File: config.mk
export PLATFORM = sky130hd
export DESIGN_NAME = uart_param_txrx
export DESIGN_NICKNAME = d
export VERILOG_FILES = /design/src/rtl/uart_param_txrx.sv
export SDC_FILE = /design/constraint.sdc
export NUM_CORES = 1
export LEC_CHECK = 0
export CAP_MARGIN = 20
export CORE_UTILIZATION = 61
export DETAILED_ROUTE_END_ITERATION = 16
export DONT_BUFFER_PORTS = 1
export PLACE_DENSITY = 0.77
export SYNTH_ARGS = -nofsm -noshare
export SYNTH_HDL_FRONTEND = slang
export SYNTH_SLANG_ARGS = --single-unit
File: constraint.sdc
create_clock -name i_Clock -period 5.4 [get_ports i_Clock]
set_input_delay 0.54 -clock i_Clock [delete_from_list [all_inputs] [get_ports i_Clock]]
set_output_delay 0.54 -clock i_Clock [all_outputs]
set_load 0.02 [all_outputs]
File: src/rtl/uart_param_txrx.sv
// uart_param_txrx: full-duplex UART with configurable frame format and an RX FIFO carrying per-word error flags.
module uart_param_txrx #(
  parameter int CLK_HZ     = 80000000,
  parameter int BAUD       = 115200,
  parameter int DATA_BITS  = 8,
  parameter int PARITY     = 0,
  parameter int STOP_BITS  = 1,
  parameter int FIFO_DEPTH = 16
) (
  input  logic                          i_Clock,
  input  logic                          i_Reset,
  input  logic                          i_TX_Valid,
  input  logic [DATA_BITS-1:0]          i_TX_Data,
  output logic                          o_TX_Ready,
  output logic                          o_TX,
  input  logic                          i_RX,
  input  logic                          i_RX_Read,
  output logic                          o_RX_Valid,
  output logic [DATA_BITS-1:0]          o_RX_Data,
  output logic                          o_RX_Parity_Err,
  output logic                          o_RX_Frame_Err,
  output logic [$clog2(FIFO_DEPTH):0]   o_RX_Count,
  input  logic                          i_Clear_Ovr,
  output logic                          o_RX_Overrun
);
  localparam int DIV  = CLK_HZ / BAUD;
  localparam int HALF = (DIV / 2 > 0) ? DIV / 2 : 1;
  localparam int CW   = $clog2(STOP_BITS * DIV + 1);
  localparam int BW   = $clog2(DATA_BITS + 1);
  localparam int AW   = $clog2(FIFO_DEPTH);
  localparam int NW   = AW + 1;
  localparam int EW   = DATA_BITS + 2;
  localparam logic [CW-1:0] BIT_END  = CW'(DIV - 1);
  localparam logic [CW-1:0] HALF_END = CW'(HALF - 1);
  localparam logic [CW-1:0] STOP_END = CW'(STOP_BITS * DIV - 1);
  localparam logic [BW-1:0] LAST_BIT = BW'(DATA_BITS - 1);

  typedef enum logic [2:0] {T_IDLE, T_START, T_DATA, T_PARITY, T_STOP} tx_state_t;
  typedef enum logic [2:0] {R_IDLE, R_START, R_DATA, R_PARITY, R_STOP, R_WAIT} rx_state_t;

  tx_state_t              tx_state_q, tx_state_d;
  logic [CW-1:0]          tx_cnt_q, tx_cnt_d;
  logic [BW-1:0]          tx_bit_q, tx_bit_d;
  logic [DATA_BITS-1:0]   tx_shift_q, tx_shift_d;
  logic                   tx_par_q, tx_par_d;
  logic                   tx_bit_done, tx_accept;

  rx_state_t              rx_state_q, rx_state_d;
  logic [1:0]             rx_sync_q, rx_sync_d;
  logic [CW-1:0]          rx_cnt_q, rx_cnt_d;
  logic [BW-1:0]          rx_bit_q, rx_bit_d;
  logic [DATA_BITS-1:0]   rx_shift_q, rx_shift_d;
  logic                   rx_perr_q, rx_perr_d;
  logic                   rx_line, rx_bit_done, rx_wr;
  logic [EW-1:0]          rx_entry;

  logic [EW-1:0]          mem_q [FIFO_DEPTH];
  logic [EW-1:0]          mem_d [FIFO_DEPTH];
  logic [AW-1:0]          wr_ptr_q, wr_ptr_d, rd_ptr_q, rd_ptr_d;
  logic [NW-1:0]          count_q, count_d;
  logic                   ovr_q, ovr_d;
  logic                   full, rd, push;

  always_ff @(posedge i_Clock) begin
    if (i_Reset) begin
      tx_state_q <= T_IDLE;
      tx_cnt_q   <= '0;
      tx_bit_q   <= '0;
      tx_shift_q <= '0;
      tx_par_q   <= 1'b0;
      rx_state_q <= R_IDLE;
      rx_sync_q  <= 2'b11;
      rx_cnt_q   <= '0;
      rx_bit_q   <= '0;
      rx_shift_q <= '0;
      rx_perr_q  <= 1'b0;
      mem_q      <= '{default: '0};
      wr_ptr_q   <= '0;
      rd_ptr_q   <= '0;
      count_q    <= '0;
      ovr_q      <= 1'b0;
    end else begin
      tx_state_q <= tx_state_d;
      tx_cnt_q   <= tx_cnt_d;
      tx_bit_q   <= tx_bit_d;
      tx_shift_q <= tx_shift_d;
      tx_par_q   <= tx_par_d;
      rx_state_q <= rx_state_d;
      rx_sync_q  <= rx_sync_d;
      rx_cnt_q   <= rx_cnt_d;
      rx_bit_q   <= rx_bit_d;
      rx_shift_q <= rx_shift_d;
      rx_perr_q  <= rx_perr_d;
      mem_q      <= mem_d;
      wr_ptr_q   <= wr_ptr_d;
      rd_ptr_q   <= rd_ptr_d;
      count_q    <= count_d;
      ovr_q      <= ovr_d;
    end
  end

  assign tx_bit_done = tx_cnt_q == BIT_END;
  assign tx_accept   = i_TX_Valid && o_TX_Ready;

  // An accept in the last stop cycle overrides the return to idle, giving back-to-back frames.
  always_comb begin
    tx_state_d = tx_state_q;
    tx_cnt_d   = tx_cnt_q + 1'b1;
    tx_bit_d   = tx_bit_q;
    tx_shift_d = tx_shift_q;
    tx_par_d   = tx_par_q;
    case (tx_state_q)
      T_IDLE: tx_cnt_d = '0;
      T_START: if (tx_bit_done) begin
        tx_state_d = T_DATA;
        tx_cnt_d   = '0;
        tx_bit_d   = '0;
      end
      T_DATA: if (tx_bit_done) begin
        tx_cnt_d   = '0;
        tx_bit_d   = tx_bit_q + 1'b1;
        tx_shift_d = tx_shift_q >> 1;
        if (tx_bit_q == LAST_BIT) tx_state_d = (PARITY != 0) ? T_PARITY : T_STOP;
      end
      T_PARITY: if (tx_bit_done) begin
        tx_state_d = T_STOP;
        tx_cnt_d   = '0;
      end
      T_STOP: if (tx_cnt_q == STOP_END) begin
        tx_state_d = T_IDLE;
        tx_cnt_d   = '0;
      end
      default: tx_state_d = T_IDLE;
    endcase
    if (tx_accept) begin
      tx_state_d = T_START;
      tx_cnt_d   = '0;
      tx_shift_d = i_TX_Data;
      tx_par_d   = (PARITY == 1) ? ~^i_TX_Data : ^i_TX_Data;
    end
  end

  always_comb begin
    o_TX       = (tx_state_q == T_START)  ? 1'b0 :
                 (tx_state_q == T_DATA)   ? tx_shift_q[0] :
                 (tx_state_q == T_PARITY) ? tx_par_q : 1'b1;
    o_TX_Ready = (tx_state_q == T_IDLE) || (tx_state_q == T_STOP && tx_cnt_q == STOP_END);
  end

  assign rx_sync_d   = {rx_sync_q[0], i_RX};
  assign rx_line     = rx_sync_q[1];
  assign rx_bit_done = rx_cnt_q == BIT_END;

  always_comb begin
    rx_state_d = rx_state_q;
    rx_cnt_d   = rx_cnt_q + 1'b1;
    rx_bit_d   = rx_bit_q;
    rx_shift_d = rx_shift_q;
    rx_perr_d  = rx_perr_q;
    case (rx_state_q)
      R_IDLE: begin
        rx_cnt_d  = '0;
        rx_perr_d = 1'b0;
        if (!rx_line) rx_state_d = R_START;
      end
      R_START: if (rx_cnt_q == HALF_END) begin
        rx_state_d = rx_line ? R_IDLE : R_DATA;
        rx_cnt_d   = '0;
        rx_bit_d   = '0;
      end
      R_DATA: if (rx_bit_done) begin
        rx_cnt_d   = '0;
        rx_bit_d   = rx_bit_q + 1'b1;
        rx_shift_d = {rx_line, rx_shift_q[DATA_BITS-1:1]};
        if (rx_bit_q == LAST_BIT) rx_state_d = (PARITY != 0) ? R_PARITY : R_STOP;
      end
      R_PARITY: if (rx_bit_done) begin
        rx_state_d = R_STOP;
        rx_cnt_d   = '0;
        rx_perr_d  = (PARITY == 1) ? ~^{rx_shift_q, rx_line} : ^{rx_shift_q, rx_line};
      end
      R_STOP: if (rx_bit_done) begin
        rx_state_d = rx_line ? R_IDLE : R_WAIT;
        rx_cnt_d   = '0;
      end
      R_WAIT: begin
        rx_cnt_d = '0;
        if (rx_line) rx_state_d = R_IDLE;
      end
      default: rx_state_d = R_IDLE;
    endcase
  end

  always_comb begin
    rx_wr    = (rx_state_q == R_STOP) && rx_bit_done;
    rx_entry = {~rx_line, rx_perr_q, rx_shift_q};
  end

  // A full FIFO still accepts a write when the same cycle pops the head.
  always_comb begin
    full     = count_q == NW'(FIFO_DEPTH);
    rd       = i_RX_Read && (count_q != '0);
    push     = rx_wr && (!full || rd);
    mem_d    = mem_q;
    if (push) mem_d[wr_ptr_q] = rx_entry;
    wr_ptr_d = push ? wr_ptr_q + 1'b1 : wr_ptr_q;
    rd_ptr_d = rd ? rd_ptr_q + 1'b1 : rd_ptr_q;
    count_d  = count_q + NW'(push) - NW'(rd);
    ovr_d    = (rx_wr && full && !rd) ? 1'b1 : i_Clear_Ovr ? 1'b0 : ovr_q;
  end

  assign o_RX_Valid = count_q != '0;
  assign {o_RX_Frame_Err, o_RX_Parity_Err, o_RX_Data} = mem_q[rd_ptr_q];
  assign o_RX_Count   = count_q;
  assign o_RX_Overrun = ovr_q;
endmodule

==> PnR_summary.wiki <==
{| class="wikitable"
! Metric !! Value
|-
| Cell-by-cell listing of the critical path || buf_4 -> mux4_2 -> mux4_2
|-
| Cell Count Post-Placement || 1387
|-
| Syn nets || 1323
|-
| Number of synthesized flops with an enable pin || 0
|-
| Total negative slack || 0 ns
|-
| Floorplan die width || 141 um
|-
| Leading cell type in the layout, fill and taps excluded || sky130_fd_sc_hd__dfxtp_1
|-
| Share of cells above drive strength 1 || 0.109
|-
| Top cell family by delay on the critical path || multiplexers
|-
| Relative area change from synthesis to final layout || 5.49%
|-
| Global-route wire length before repair || 51600 um
|-
| Commonest cells after routing, fill and taps aside || sky130_fd_sc_hd__dfxtp_1, sky130_fd_sc_hd__a21oi_1, sky130_fd_sc_hd__o31ai_1, sky130_fd_sc_hd__nand4_1, sky130_fd_sc_hd__nand2_1
|-
| Worst slack after detailed placement || 2.03 ns
|-
| Met1 Routed Length || 13400 um
|-
| Status || finished, final reports clean
|-
| Share of synthesized registers carrying an async set or reset || 0
|-
| Via count || 10400
|-
| Number of CTS-inserted buffers || 25
|-
| Smallest setup slack after layout || 1.68 ns
|-
| Areal power density over the cells || 339 nW/um2
|-
| Slowest stage cell, crit path || sky130_fd_sc_hd__dfxtp_2
|-
| Clock root buffer || sky130_fd_sc_hd__clkbuf_16
|-
| First-pass detailed-route iteration total || 5
|-
| Initial antenna violation count || 4
|-
| Gr usage total || 0.322
|-
| I/O pin total || 33
|-
| Die Span Y || 141 um
|-
| Maximum clock path buffer count || 3
|-
| Worst relative slew slack || 0.236
|-
| Category of the critical setup timing path || flip-flop to output port
|-
| Average via count per standard cell || 7.27
|-
| Number of instances in the synthesized netlist || 1290
|-
| Primary flip-flop cell chosen by synthesis mapping || sky130_fd_sc_hd__dfxtp_1
|-
| CTS clk-pin slew, worst paths || 0.06 ns
|-
| Pin count of the biggest net entering global routing || 207
|-
| Kind of launch point of the worst setup path || flip-flop
|-
| Average routed wire per standard cell || 22.7 um
|-
| Number of warnings printed during yosys synthesis || 0
|-
| HP Class || input port to flip-flop
|-
| Die footprint || 19900 um2
|-
| Detailed Route Iter0 Violations || 1373
|-
| Total number of cells along the worst setup path || 3
|-
| Synth area leaders || sky130_fd_sc_hd__dfxtp_1, sky130_fd_sc_hd__o31ai_1, sky130_fd_sc_hd__mux4_2
|-
| Flip-flop and latch count after synthesis || 228
|-
| Final critical delay including setup and external delays || 3.72 ns
|-
| Number of cells traversed by the worst register-to-register path || 13
|-
| Instance count along the most critical hold path || 1
|-
| Hold slack || 0.0854 ns
|-
| Max Cap Violations || 0
|-
| Slew @ Worst Pin || 1.14 ns
|-
| Vias in the first global route || 9696
|-
| Count of cells resized by post-cts repair || 0
|-
| Met2 routed wirelength || 15100 um
|-
| Final Hold Fails || 0
|-
| RSZ-0062 raised after global routing || false
|-
| Slowest stage delay, CP || 0.98 ns
|-
| Post-layout nets || 1189
|-
| Data arrival time of the critical path || 3.18 ns
|-
| Port Buffer Count || 0
|-
| Number of clock sinks || 228
|-
| Post-synthesis cell type count || 74
|-
| Final period utilization || 0.690
|-
| Area share of the largest cell type after synthesis || 0.386
|-
| Worst IR Drop VDD || 0.000399 V
|-
| Core Rows || 50
|-
| Kind of end point of the critical path || output port
|-
| Cts hold-fix bufs || 0
|-
| Synthesized area divided by synthesized cell count || 9.16 um2
|-
| Pleak || 3.79 nW
|-
| Top layer in use || met5
|-
| Routed length on met3 || 3110 um
|-
| Largest driver fanout on the critical path || 26
|-
| Clk Latency, worst-skew pair || 0.53 ns
|-
| Top achievable clock speed || 0.268 GHz
|-
| DRT antenna net count || 0
|-
| Post-CTS Setup Inserts || 0
|-
| Final routed wirelength across all metal layers || 32600 um
|-
| Post-synthesis cell type with the largest combined area || sky130_fd_sc_hd__dfxtp_1
|-
| Sum of overflow across all layers after global routing || 0
|-
| Most repeated library cell on the critical path || sky130_fd_sc_hd__mux4_2
|-
| Post-detailed-route DRC marker count || 0
|-
| Starting utilization of the core area || 0.627
|-
| Post-route non-filler standard cell count || 1436
|-
| Setup violations, final || 0
|-
| Post-DP HPWL || 18300 um
|-
| Number of levels the H-tree was split into || 1
|-
| Design Power || 4.22 mW
|-
| Max-slew violation total from the final report || 0
|-
| Clock Skews || 0.00843 ns
|-
| Area of the core || 18800 um2
|-
| Final weighted congestion in routability-driven placement || 0.821
|-
| CP bufs+invs || 1
|-
| Portion of the post-synthesis area used by sequential elements || 0.386
|-
| Endpoint required time on the critical path || 4.86 ns
|-
| Combined area of all synthesized cells || 11800 um2
|-
| Clock tree from TritonCTS || done
|}
## cell type report
cell class | instances | area, um2
fill | 1489 | 6370
timing repair buffer | 11 | 105
sequential | 228 | 4570
tap | 260 | 325
clock buffer | 31 | 698
antenna | 1 | 2.50
inverter | 18 | 67.6
multi-input combinational | 872 | 6450
clock inverter | 15 | 243
## state kept, by name (all words and copies together) (netlist names), 2 cells and up
signal,flops
mem_q,160
rx_cnt_q,10
tx_cnt_q,10
rx_shift_q,8
tx_shift_q,8
o_RX_Count,5
rd_ptr_q,4
rx_bit_q,4
tx_bit_q,4
wr_ptr_q,4
rx_state_q,3
tx_state_q,3
rx_sync_q,2
## where the power goes
part | internal [mW] | switching, mW
combinational | 0.224 | 0.216
clock | 1.21 | 0.719
sequential | 1.72 | 0.132
total | 3.15 | 1.07
## cells by family after synthesis
group / count (synthesis) / share of synthesized area
multiplexers: 52 / 0.0971
AND/OR/NAND/NOR: 362 / 0.182
flip-flops: 228 / 0.386
AO/OA/AOI/OAI: 403 / 0.216
XOR/XNOR: 36 / 0.0279
buffers and inverters: 190 / 0.0693
adder cells (fa/ha/maj): 19 / 0.0208
## Yosys cell counts, types with 19 or more instances
cell,n
sky130_fd_sc_hd__buf_2,24
sky130_fd_sc_hd__nor2_1,40
sky130_fd_sc_hd__nand4_1,157
sky130_fd_sc_hd__a21oi_1,188
sky130_fd_sc_hd__nand2_1,52
sky130_fd_sc_hd__clkbuf_1,107
sky130_fd_sc_hd__o31ai_1,163
sky130_fd_sc_hd__mux4_2,50
sky130_fd_sc_hd__buf_1,22
sky130_fd_sc_hd__nand3_1,21
sky130_fd_sc_hd__dfxtp_1,228
sky130_fd_sc_hd__or4_1,19
## layer usage
| metal | track usage | up-vias |
|---|---|---|
| li1 | - | 4721 |
| met1 | 0.428 | 5104 |
| met2 | 0.518 | 529 |
| met3 | 0.0747 | 76 |
| met4 | 0.105 | 4 |
| met5 | 0 | - |
## final timing paths
check / endpoint / start / slack (ns)
max: o_RX_Data[0] / rd_ptr_q[0] / 1.68
min: o_RX_Count[0] / i_Reset / 0.09
max reg2reg: o_RX_Count[4] / rx_cnt_q[0] / 1.99
min reg2reg: rx_sync_q[1] / rx_sync_q[0] / 0.41
## per-stage QoR
step            util  area [um2]
2_1_floorplan      -       11800
3_3_place_gp   0.610       11500
3_5_place_dp   0.610       11500
4_1_cts        0.660       12400
5_1_grt        0.662       12500
6_report       0.662       12500
No activity file was read; power rests on OpenSTA's default activity.
